--- config.mk ---
export PLATFORM = sky130hd
export DESIGN_NAME = ad2s1210_read_scheduler
export DESIGN_NICKNAME = d
export VERILOG_FILES = /design/src/rtl/ad2s1210_read_scheduler.sv
export SDC_FILE = /design/constraint.sdc
export NUM_CORES = 1
export LEC_CHECK = 0
export ABC_AREA = 1
export BUFFER_PORTS_ARGS = -buffer_cell sky130_fd_sc_hd__buf_2
export CELL_PAD_IN_SITES_DETAIL_PLACEMENT = 1
export CELL_PAD_IN_SITES_GLOBAL_PLACEMENT = 2
export CORE_ASPECT_RATIO = 0.75
export CORE_MARGIN = 3
export CORE_UTILIZATION = 34
export CTS_BUF_LIST = sky130_fd_sc_hd__clkbuf_16
export CTS_CLUSTER_SIZE = 24
export DETAILED_ROUTE_END_ITERATION = 12
export GPL_ROUTABILITY_DRIVEN = 0
export PLACE_DENSITY = 0.79
export SLEW_MARGIN = 40
export SYNTH_ARGS = -nofsm -noshare
export SYNTH_HDL_FRONTEND = slang
export SYNTH_SLANG_ARGS = --single-unit
--- constraint.sdc ---
create_clock -name clock -period 2.4 [get_ports clock]
set_input_delay 0.48 -clock clock [delete_from_list [all_inputs] [get_ports clock]]
set_output_delay 0.48 -clock clock [all_outputs]
set_load 0.02 [all_outputs]
--- src/rtl/ad2s1210_read_scheduler.sv ---
// Read scheduler for one AD2S1210 resolver driver: latches angle/speed requests,
// issues them one at a time (round-robin on ties) with an idle gap and a completion timeout.
module ad2s1210_read_scheduler #(
    parameter int GAP_CYCLES     = 8,
    parameter int TIMEOUT_CYCLES = 4096,
    parameter int CNT_WIDTH      = 16
) (
    input  logic                 clock,
    input  logic                 reset,
    input  logic                 enable,
    input  logic                 angle_req,
    input  logic                 speed_req,
    input  logic                 read_done,
    output logic                 read_angle,
    output logic                 read_speed,
    output logic                 busy,
    output logic                 timeout_flag,
    output logic [CNT_WIDTH-1:0] angle_overrun,
    output logic [CNT_WIDTH-1:0] speed_overrun,
    input  logic                 clear_status
);

    localparam int TW = $clog2(TIMEOUT_CYCLES);
    localparam int GW = $clog2(GAP_CYCLES + 1);
    localparam int CW = (TW > GW) ? TW : GW;
    localparam logic [CW-1:0] TMAX = CW'(TIMEOUT_CYCLES - 1);
    localparam logic [CW-1:0] GMAX = CW'(GAP_CYCLES - 1);

    typedef enum logic [1:0] {IDLE, ISSUE, WAIT, GAP} state_t;

    state_t          state_reg, state_next;
    logic [CW-1:0]   timer_reg, timer_next;
    logic            last_speed_reg, last_speed_next;   // 1 = last grant was speed
    logic            read_angle_reg, read_angle_next;
    logic            read_speed_reg, read_speed_next;
    logic            timeout_reg, timeout_next;
    logic            timeout_set;
    logic [1:0]      clr_pend;                           // bit 0 angle, bit 1 speed
    logic [1:0]      pend_reg;
    logic [1:0]      req;
    logic            grant_speed;
    logic [CNT_WIDTH-1:0] ovr_reg [2];

    assign req         = {speed_req, angle_req};
    // Speed wins when it is the only one pending, or on a tie after an angle grant.
    assign grant_speed = pend_reg[1] && (!pend_reg[0] || !last_speed_reg);

    always_comb begin
        state_next      = state_reg;
        timer_next      = timer_reg;
        last_speed_next = last_speed_reg;
        read_angle_next = 1'b0;
        read_speed_next = 1'b0;
        timeout_set     = 1'b0;
        clr_pend        = 2'b00;
        case (state_reg)
            IDLE: begin
                if (enable && (pend_reg != 2'b00)) begin
                    state_next      = ISSUE;
                    timer_next      = '0;
                    last_speed_next = grant_speed;
                    read_speed_next = grant_speed;
                    read_angle_next = !grant_speed;
                    clr_pend        = grant_speed ? 2'b10 : 2'b01;
                end
            end
            ISSUE: begin
                // The issue cycle counts toward the timeout window.
                state_next = WAIT;
                timer_next = timer_reg + CW'(1);
            end
            WAIT: begin
                if (read_done) begin
                    state_next = GAP;
                    timer_next = '0;
                end else if (timer_reg == TMAX) begin
                    state_next  = GAP;
                    timer_next  = '0;
                    timeout_set = 1'b1;
                end else begin
                    timer_next = timer_reg + CW'(1);
                end
            end
            GAP: begin
                if (timer_reg == GMAX) begin
                    state_next = IDLE;
                    timer_next = '0;
                end else begin
                    timer_next = timer_reg + CW'(1);
                end
            end
            default: state_next = IDLE;
        endcase
        timeout_next = clear_status ? 1'b0 : (timeout_reg | timeout_set);
    end

    always_ff @(posedge clock) begin
        if (reset) begin
            state_reg      <= IDLE;
            timer_reg      <= '0;
            last_speed_reg <= 1'b1;
            read_angle_reg <= 1'b0;
            read_speed_reg <= 1'b0;
            timeout_reg    <= 1'b0;
        end else begin
            state_reg      <= state_next;
            timer_reg      <= timer_next;
            last_speed_reg <= last_speed_next;
            read_angle_reg <= read_angle_next;
            read_speed_reg <= read_speed_next;
            timeout_reg    <= timeout_next;
        end
    end

    // Per-type pending latch and saturating overrun counter.
    generate
        for (genvar gi = 0; gi < 2; gi++) begin : g_chan
            logic pend_kept;
            logic ovr_inc;
            assign pend_kept = pend_reg[gi] && !clr_pend[gi];
            assign ovr_inc   = req[gi] && pend_kept;

            always_ff @(posedge clock) begin
                if (reset) begin
                    pend_reg[gi] <= 1'b0;
                    ovr_reg[gi]  <= '0;
                end else begin
                    pend_reg[gi] <= pend_kept || req[gi];
                    if (clear_status)
                        ovr_reg[gi] <= '0;
                    else if (ovr_inc && (ovr_reg[gi] != {CNT_WIDTH{1'b1}}))
                        ovr_reg[gi] <= ovr_reg[gi] + CNT_WIDTH'(1);
                end
            end
        end
    endgenerate

    assign read_angle    = read_angle_reg;
    assign read_speed    = read_speed_reg;
    assign busy          = (state_reg != IDLE);
    assign timeout_flag  = timeout_reg;
    assign angle_overrun = ovr_reg[0];
    assign speed_overrun = ovr_reg[1];

endmodule

==> results.toml, run 1 <==
[status]
outcome = "finished clean"

[final_layout]
layout_common_cells = "nand2_1, nor2_1, inv_1, buf_2, edfxtp_1"
fillCellCount = 1083
n_antenna_cell = 0
post-route-util_pct = 41.0
drive_gt1_share_pct = 19.3
largest_reg_flops = 32
area_delta_synth_final_pct = 15.6
layout_commonest_cell = "nand2_1"
nNetsFinal = 437

[power_and_ir_drop]
worst_ir_drop_vdd_mv = 0.249
leakage_nw = 1.43
powerDensity_mw_per_mm2 = 655
finalPower_w = 0.00230

[floorplan]
core_mm2 = 0.00856
die-area_mm2 = 0.0101
fp.dieH_um = 87.8
rows = 29
start_util_pct = 35.4
fp.dieW_um = 115
boundaryPins = 43

[grt]
top_usage_layer = "met2"
antenna_found_initial = 0
grt_usage_pct = 16.1
gr-total-overflow = 0
grt_pass1_wl_um = 12800
grt_use_met3_pct = 3.38
met2_usage_pct = 24.6
grt_pass1_vias = 2514
use_met1_pct = 23.7
grt_max_degree = 18

[clock_network]
cts-root-buf = "clkbuf_16"
clock_latency_ps = 290
post_cts_resized = 0
cts_setup_buffers = 0
cts_tree = "done"
path_clk_slew_ps = 70
cts.htree.levels = 2
cts_buffer_depth = 2
hold_buffers = 0
clkSinkCount = 52
cts_inserted_buffers = 5

[sta]
maxSlewViolCount = 0
tns_ps = 0
worst_pin_slew_ps = 452
finClkSkew_ps = 2.70
max_freq_ghz = 0.474
rsz0062_at_grt = "no"
hold_viol_final = 0
period_minus_slack_ps = 2110
setup_violations = 0
period_share_pct = 87.9
maxSlewHeadroom_pct = 69.8
fin_hold_ws_ps = 473

[worst_setup_path]
cp_max_fo = 17
crit_type = "reg -> reg"
startpoint_type = "register"
worstPathRequired_ps = 2410
worst_setup_path_end_kind = "register"
arrival_ps = 2120

[synthesis]
synthDistinctLibCells = 31
synth_area_mm2 = 0.00304
syn_area_per_cell_um2 = 8.07
yosysSeqAreaShare_pct = 44.8
synth_seq_cells = 52
synth_warnings = 0
yosys.area.top_type = "edfxtp_1"
syn_nets = 390
synth.area.top_cells = "edfxtp_1, dfxtp_1, nand2_1"
yosys.area.top_type_share_pct = 31.7
synthCells = 376

[routing]
drtIter0Drc = 122
antenna_left = 0
avgRoutedWirePerCell_um = 14.7
finalWirelength_um = 7800
drt-vias-per-instance = 4.71
drc_errors = 0
drtPass1Iterations = 4
vias = 2508

[placed_design]
numPortBuffers = 42
hpwlAfterDp_um = 5940

[job]
timing.max_cap.violations = 0

[min_path]
hp-class = "reg -> reg"
[cells in the mapped netlist]
library cell  count
inv_2             1
nor2_1           61
nand3_1          27
buf_2             3
inv_1            48
nor2_4            2
xor2_1           18
nor3_1            7
nand3b_1          1
edfxtp_1         32
dfxtp_1          20
a31oi_1           1
nor2_2           11
o21ai_0           5
nor3_4            2
nand3_2           2
a21oi_1          18
o21ai_1           1
clkbuf_1          3
nand2_1          76
nand2_4           2
nand4_1           7
buf_6             1
o21a_1            1
ha_1              7
o21ai_2           1
xnor2_1          10
or2_2             1
nor3_2            3
buf_12            1
nand2_2           3
[stage by stage]
step           cells  area (um^2)  worst slack (ps)
6_report         532         3510               290
5_1_grt          532         3510               126
4_1_cts          532         3510               276
3_5_place_dp     524         3370               293
3_3_place_gp     524         3370               393
2_1_floorplan    376         3040               188
[power by group]
group,switching [W],internal (W)
clock network,0.000327,0.000380
registers,0.0000523,0.00100
logic,0.000373,0.000164
[worst max-delay path, stage by stage (launching register included)]
cell and delay, ps:
edfxtp_1 420, ha_1 260, nand2_2 90, nor3_4 260
nand2_2 130, nor2_4 120, nand3_2 90, nand2_4 240
nand2_4 210
[metal layers]
| metal | wire [um] | share of wire, % |
|---|---|---|
| met2 | 3200 | 41 |
| met3 | 246 | 3.2 |
| met1 | 4290 | 55 |
| met4 | 59 | 0.76 |
| met5 | 0 | 0 |
[path summary, 6_finish.rpt]
path                               start                          end  slack (ps)  cells after the start
max          ovr_reg[0][0]$_SDFFCE_PN0P_  ovr_reg[0][8]$_SDFFCE_PN0P_         290                      8
min           timer_reg[11]$_SDFFE_PP0P_   timer_reg[11]$_SDFFE_PP0P_         470                      2
max reg2reg  ovr_reg[0][0]$_SDFFCE_PN0P_  ovr_reg[0][8]$_SDFFCE_PN0P_         290                      8
min reg2reg   timer_reg[11]$_SDFFE_PP0P_   timer_reg[11]$_SDFFE_PP0P_         470                      2
[kinds of logic (layout without fill, tap and decap cells)]
| kind of cell | count (synthesis) | after routing | share of synthesized area [%] |
|---|---|---|---|
| AND/OR/NAND/NOR | 205 | 205 | 31.5 |
| buffers and inverters | 57 | 105 | 7.96 |
| flip-flops | 52 | 52 | 44.8 |
| XOR/XNOR | 28 | 28 | 8.08 |
| AO/OA/AOI/OAI | 27 | 27 | 4.70 |
| adder cells (fa/ha/maj) | 7 | 7 | 2.89 |
[layout make-up]
cell class	instances	area, um^2	area share, %
multi-input combinational	267	1430	40.8
clock inverter	3	15.0	0.428
tap	108	135	3.85
clock buffer	5	125	3.57
timing repair buffer	48	255	7.28
sequential	52	1360	38.8
inverter	49	184	5.24
No activity file was read; power rests on OpenSTA's default activity.
==> run 2: changes to the inputs <==
--- a/config.mk
+++ b/config.mk
@@ -5,18 +5,18 @@
 export SDC_FILE = /design/constraint.sdc
 export NUM_CORES = 1
 export LEC_CHECK = 0
-export ABC_AREA = 1
 export BUFFER_PORTS_ARGS = -buffer_cell sky130_fd_sc_hd__buf_2
 export CELL_PAD_IN_SITES_DETAIL_PLACEMENT = 1
 export CELL_PAD_IN_SITES_GLOBAL_PLACEMENT = 2
 export CORE_ASPECT_RATIO = 0.75
 export CORE_MARGIN = 3
-export CORE_UTILIZATION = 34
+export CORE_UTILIZATION = 35
 export CTS_BUF_LIST = sky130_fd_sc_hd__clkbuf_16
 export CTS_CLUSTER_SIZE = 24
 export DETAILED_ROUTE_END_ITERATION = 12
 export GPL_ROUTABILITY_DRIVEN = 0
-export PLACE_DENSITY = 0.79
+export MAX_ROUTING_LAYER = met4
+export PLACE_DENSITY = 0.78
 export SLEW_MARGIN = 40
 export SYNTH_ARGS = -nofsm -noshare
 export SYNTH_HDL_FRONTEND = slang
==> run 2 against run 1 <==
Compared with the run above: wire length down 15%; register-to-register slack worse by 120 ps; critical path type unchanged; clock power up 13%; flip-flop and latch count unchanged; clock skew up 5.1 ps; combinational power down 11%; worst hold slack worse by 65 ps; sequential power about the same.
==> results.toml, run 2 <==
[status]
outcome = "finished clean"

[clock_network]
hold_buffers = 0
cts-root-buf = "clkbuf_16"
post_cts_resized = 0
clock_latency_ps = 290
cts_buffer_depth = 2
cts_setup_buffers = 0
cts.htree.levels = 2
cts_tree = "done"
cts_inserted_buffers = 5
clkSinkCount = 52
path_clk_slew_ps = 70

[routing]
met2WireLength_um = 2860
drt-met1-wl_um = 3610
drtPass1Iterations = 4
finalWirelength_um = 6660
drc_errors = 0
drt-vias-per-instance = 5.02
drtIter0Drc = 49
met3_length_um = 173
avgRoutedWirePerCell_um = 15.5
highest_layer = "met4"
antenna_left = 0
vias = 2158

[floorplan]
core_mm2 = 0.00743
rows = 27
die-area_mm2 = 0.00889
fp.dieH_um = 82.4
fp.dieW_um = 108
boundaryPins = 43
start_util_pct = 36.6

[placed_design]
hpwlAfterDp_um = 4980
numPortBuffers = 42
placed_cell_area_mm2 = 0.00307

[final_layout]
design_area_mm2 = 0.00324
nNetsFinal = 342
drive_gt1_share_pct = 20.7
post-route-util_pct = 43.6
n_antenna_cell = 0
layout_common_cells = "nor2_1, buf_2, edfxtp_1, nand2_1"
largest_reg_flops = 32
fillCellCount = 871
multi_input_area_mm2 = 0.00127
area_delta_synth_final_pct = 18.8
ff_latch_area_mm2 = 0.00136
layout_commonest_cell = "nor2_1"

[worst_setup_path]
worst-path-buf-inv = 1
worst_setup_path_end_kind = "register"
path_cells = "inv_1 > ha_1 > nand2_1 > o21ai_1 > or4_4 > a31o_4 > nand2_2"
rrSetupSlack_ps = 170
crit_family = "simple AND/OR/NAND/NOR gates"
r2r_cells = 7
worstPathRequired_ps = 2350
crit-reg2reg-launch = "state_reg[0]$_SDFFE_PP0P_"
critPathMaxStageDelay_ps = 460
slowest_stage = "or4_4"
cp_max_fo = 16
arrival_ps = 2170
r2r_end = "ovr_reg[0][9]$_SDFFCE_PN0P_"
crit_type = "reg -> reg"
startpoint_type = "register"

[sta]
tns_ps = 0
maxSlewViolCount = 0
finClkSkew_ps = 7.80
worst_pin_slew_ps = 389
period_share_pct = 92.7
setup_violations = 0
maxSlewHeadroom_pct = 74.0
period_minus_slack_ps = 2230
hold_viol_final = 0
max_freq_ghz = 0.449
rsz0062_at_grt = "no"

[synthesis]
yosys.area.top_type_share_pct = 35.3
synth-main-ff-cell = "edfxtp_1"
synthArstFlopShare_pct = 0
synth_edf_count = 32
synth.area.top_cells = "edfxtp_1, dfxtp_1, nor2_1"
synth_area_mm2 = 0.00272
syn_nets = 292
synthCells = 278
syn_area_per_cell_um2 = 9.80
synth_seq_cells = 52
synth_warnings = 0
yosys.area.top_type = "edfxtp_1"
synth_commonest_cells = "nor2_1, edfxtp_1, nand2_1, dfxtp_1, nand3_1"
yosysSeqAreaShare_pct = 50.0
synthDistinctLibCells = 42
synth.most_common_cell = "nor2_1"

[grt]
grt_pass1_vias = 2124
gr-total-overflow = 0
grt_usage_pct = 16.1
grt_max_degree = 17
antenna_found_initial = 0
grt_pass1_wl_um = 10900

[power_and_ir_drop]
worst_ir_drop_vdd_mv = 0.295
powerDensity_mw_per_mm2 = 723
leakage_nw = 1.27

[min_path]
whs_endpoint = "timeout_flag$_SDFF_PP0_"
worstHoldStart = "clear_status"
hold_path_depth = 2
hp-class = "in -> reg"

[job]
timing.max_cap.violations = 0
## run 2: cell type report
class                      count  share of cell area [%]
timing repair buffer          50                    8.35
clock buffer                   5                    3.87
inverter                      12                    1.39
sequential                    52                    42.1
multi-input combinational    207                    39.3
clock inverter                 3                    1.16
tap                          101                    3.90
## run 2: per-stage QoR
stage | hold slack, ps | std cells | total power, W | setup WS [ps]
3_5_place_dp | 460 | 422 | 0.00157 | 143
5_1_grt | 421 | 430 | 0.00246 | 38.5
4_1_cts | 413 | 430 | 0.00237 | 134
6_report | 408 | 430 | 0.00234 | 174
2_1_floorplan | 427 | 278 | 0.00142 | 112
3_3_place_gp | 443 | 422 | 0.00155 | 236
## run 2: power breakdown
part / leakage, nW / switching (W) / internal [W]
clock network: 0.0816 / 0.000312 / 0.000486
logic: 0.667 / 0.000309 / 0.000170
registers: 0.520 / 0.0000623 / 0.00100
total: 1.27 / 0.000683 / 0.00166
## run 2: worst max-delay path by stage
| stage | slack [ps] | cells past startpoint | from | to |
|---|---|---|---|---|
| final | 170 | 7 | state_reg[0]$_SDFFE_PP0P_ | ovr_reg[0][9]$_SDFFCE_PN0P_ |
| after global routing | 40 | 7 | state_reg[0]$_SDFFE_PP0P_ | ovr_reg[0][13]$_SDFFCE_PN0P_ |
| after CTS | 130 | 7 | state_reg[0]$_SDFFE_PP0P_ | ovr_reg[0][2]$_SDFFCE_PN0P_ |
| after detailed placement | 140 | 7 | state_reg[0]$_SDFFE_PP0P_ | ovr_reg[0][5]$_SDFFCE_PN0P_ |
| after global placement | 240 | 7 | state_reg[0]$_SDFFE_PP0P_ | ovr_reg[0][7]$_SDFFCE_PN0P_ |
| after floorplan | 110 | 9 | state_reg[0]$_SDFFE_PP0P_ | ovr_reg[0][0]$_SDFFCE_PN0P_ |
## run 2: logic make-up (layout without fill, tap and decap cells)
group           Yosys count  count (layout)  share of synthesized area, %
compound gates           30              30                          8.22
xor+xnor                 30              30                          9.65
fa+ha+maj                 7               7                          3.22
buf+inv                  19              70                          3.44
flops                    52              52                          50.0
mux                       2               2                         0.735
simple gates            138             138                          24.8
## run 2: per-layer routing
metal	GRT usage [%]	up-vias
met4	2.65	0
met2	24.0	25
met5	-	-
met3	2.64	2
li1	-	1080
met1	23.6	1051
==> run 3: changes to the inputs <==
--- a/config.mk
+++ b/config.mk
@@ -5,7 +5,6 @@
 export SDC_FILE = /design/constraint.sdc
 export NUM_CORES = 1
 export LEC_CHECK = 0
-export BUFFER_PORTS_ARGS = -buffer_cell sky130_fd_sc_hd__buf_2
 export CELL_PAD_IN_SITES_DETAIL_PLACEMENT = 1
 export CELL_PAD_IN_SITES_GLOBAL_PLACEMENT = 2
 export CORE_ASPECT_RATIO = 0.75
@@ -14,9 +13,10 @@
 export CTS_BUF_LIST = sky130_fd_sc_hd__clkbuf_16
 export CTS_CLUSTER_SIZE = 24
 export DETAILED_ROUTE_END_ITERATION = 12
+export DONT_BUFFER_PORTS = 1
 export GPL_ROUTABILITY_DRIVEN = 0
 export MAX_ROUTING_LAYER = met4
-export PLACE_DENSITY = 0.78
+export PLACE_DENSITY = 0.7
 export SLEW_MARGIN = 40
 export SYNTH_ARGS = -nofsm -noshare
 export SYNTH_HDL_FRONTEND = slang
==> run 3 against run 2 <==
Compared with the run above: final area decreased by 3.7%; non-clock buffer count decreased by 27; register-to-register slack lost 20 ps; first-iteration DRC count shrank 6.1%; wire length fell by 0.86%; critical path depth unchanged; via count down 2.7%; sequential power barely moved.
==> results.toml, run 3 (same netlist as run 2, synthesis figures left out) <==
[clock_network]
hold_buffers = 0
cts.htree.levels = 2
path_clk_slew_ps = 70
clock_latency_ps = 290
cts_tree = "done"
cts_buffer_depth = 2
clkSinkCount = 52
cts_setup_buffers = 0
cts_inserted_buffers = 5
post_cts_resized = 0
cts-root-buf = "clkbuf_16"

[power_and_ir_drop]
powerDensity_mw_per_mm2 = 712
finalPower_w = 0.00222
leakage_nw = 1.13
worst_ir_drop_vdd_mv = 0.340

[grt]
grt_use_met3_pct = 4.35
top_usage_layer = "met2"
grt_usage_pct = 15.7
grt_pass1_vias = 2080
antenna_found_initial = 0
use_met1_pct = 21.7
grt_max_degree = 17
met2_usage_pct = 22.3
gr-total-overflow = 0
grt_pass1_wl_um = 10600

[routing]
avgRoutedWirePerCell_um = 16.4
drt-vias-per-instance = 5.21
drtPass1Iterations = 3
finalWirelength_um = 6610
antenna_left = 0
drtIter0Drc = 46
drc_errors = 0
vias = 2099

[worst_setup_path]
worst_setup_path_end_kind = "register"
cp_max_fo = 16
crit-reg2reg-launch = "state_reg[0]$_SDFFE_PP0P_"
startpoint_type = "register"
worstPathRequired_ps = 2350
rrSetupSlack_ps = 150
crit_type = "reg -> reg"
r2r_end = "ovr_reg[0][3]$_SDFFCE_PN0P_"
r2r_cells = 7
arrival_ps = 2190

[final_layout]
largest_reg_flops = 32
design_area_mm2 = 0.00312
area_delta_synth_final_pct = 14.4
layout_common_cells = "nor2_1, edfxtp_1, nand2_1, buf_4"
n_antenna_cell = 0
nNetsFinal = 315
layout_commonest_cell = "nor2_1"
drive_gt1_share_pct = 13.2

[placed_design]
placed_cell_area_mm2 = 0.00298
numPortBuffers = 0
pre_cts_slack_ps = 155
hpwlAfterDp_um = 4830

[job]
timing.max_cap.violations = 0

[sta]
tns_ps = 0
period_share_pct = 93.7
rsz0062_at_grt = "no"
setup_violations = 0
maxSlewViolCount = 0
fin_ws_ps = 151
maxSlewHeadroom_pct = 74.0
finClkSkew_ps = 8.82
worst_pin_slew_ps = 389
max_freq_ghz = 0.445
hold_viol_final = 0
period_minus_slack_ps = 2250
fin_hold_ws_ps = 254

[min_path]
whs_endpoint = "state_reg[1]$_SDFFE_PP0P_"
hold_path_depth = 1
hp-class = "in -> reg"
worstHoldStart = "reset"

[status]
outcome = "finished clean"

[floorplan]
fp.dieH_um = 82.4
fp.dieW_um = 108
boundaryPins = 43
core_mm2 = 0.00743
start_util_pct = 36.6
rows = 27
die-area_mm2 = 0.00889
[run 3: stage by stage]
stage / std cells / util, %
after floorplan: 278 / -
after global placement: 395 / 40.1
after detailed placement: 395 / 40.1
after CTS: 403 / 41.9
after global routing: 403 / 41.9
final: 403 / 41.9
[run 3: report_power, final]
group / total, W / internal (W) / leakage, nW / switching [W]
Sequential: 0.00108 / 0.00100 / 0.520 / 0.0000789
Combinational: 0.000436 / 0.000154 / 0.542 / 0.000282
Clock: 0.000702 / 0.000380 / 0.0687 / 0.000322
[run 3: cell type report]
| cell class | instances | area (um^2) |
|---|---|---|
| Fill cell | 868 | 4320 |
| Tap cell | 101 | 126 |
| Inverter | 12 | 45.0 |
| Clock inverter | 3 | 15.0 |
| Multi-Input combinational cell | 207 | 1270 |
| Timing Repair Buffer | 23 | 173 |
| Clock buffer | 5 | 125 |
| Sequential cell | 52 | 1360 |
[run 3: worst max-delay path by stage]
stage / endpoint / cells past startpoint / slack (ps) / startpoint
after floorplan: ovr_reg[0][0]$_SDFFCE_PN0P_ / 9 / 110 / state_reg[0]$_SDFFE_PP0P_
after global placement: ovr_reg[0][9]$_SDFFCE_PN0P_ / 7 / 230 / state_reg[0]$_SDFFE_PP0P_
after detailed placement: ovr_reg[0][7]$_SDFFCE_PN0P_ / 7 / 160 / state_reg[0]$_SDFFE_PP0P_
after CTS: ovr_reg[0][3]$_SDFFCE_PN0P_ / 7 / 140 / state_reg[0]$_SDFFE_PP0P_
after global routing: ovr_reg[0][3]$_SDFFCE_PN0P_ / 7 / 30 / state_reg[1]$_SDFFE_PP0P_
final: ovr_reg[0][3]$_SDFFCE_PN0P_ / 7 / 150 / state_reg[0]$_SDFFE_PP0P_
[run 3: layer usage]
| layer | vias to the layer above | wire [um] |
|---|---|---|
| met5 | - | 0 |
| met4 | 0 | 73 |
| met3 | 7 | 319 |
| met2 | 31 | 2820 |
| met1 | 1020 | 3390 |
| li1 | 1041 | - |
[run 3: critical path: stages, from the launching register on]
cell and delay [ps]:
dfxtp_1 390, inv_1 80, ha_1 210, nand2_1 110, o21ai_1 100, or4_4 470, a31o_4 240, nand2_2 300
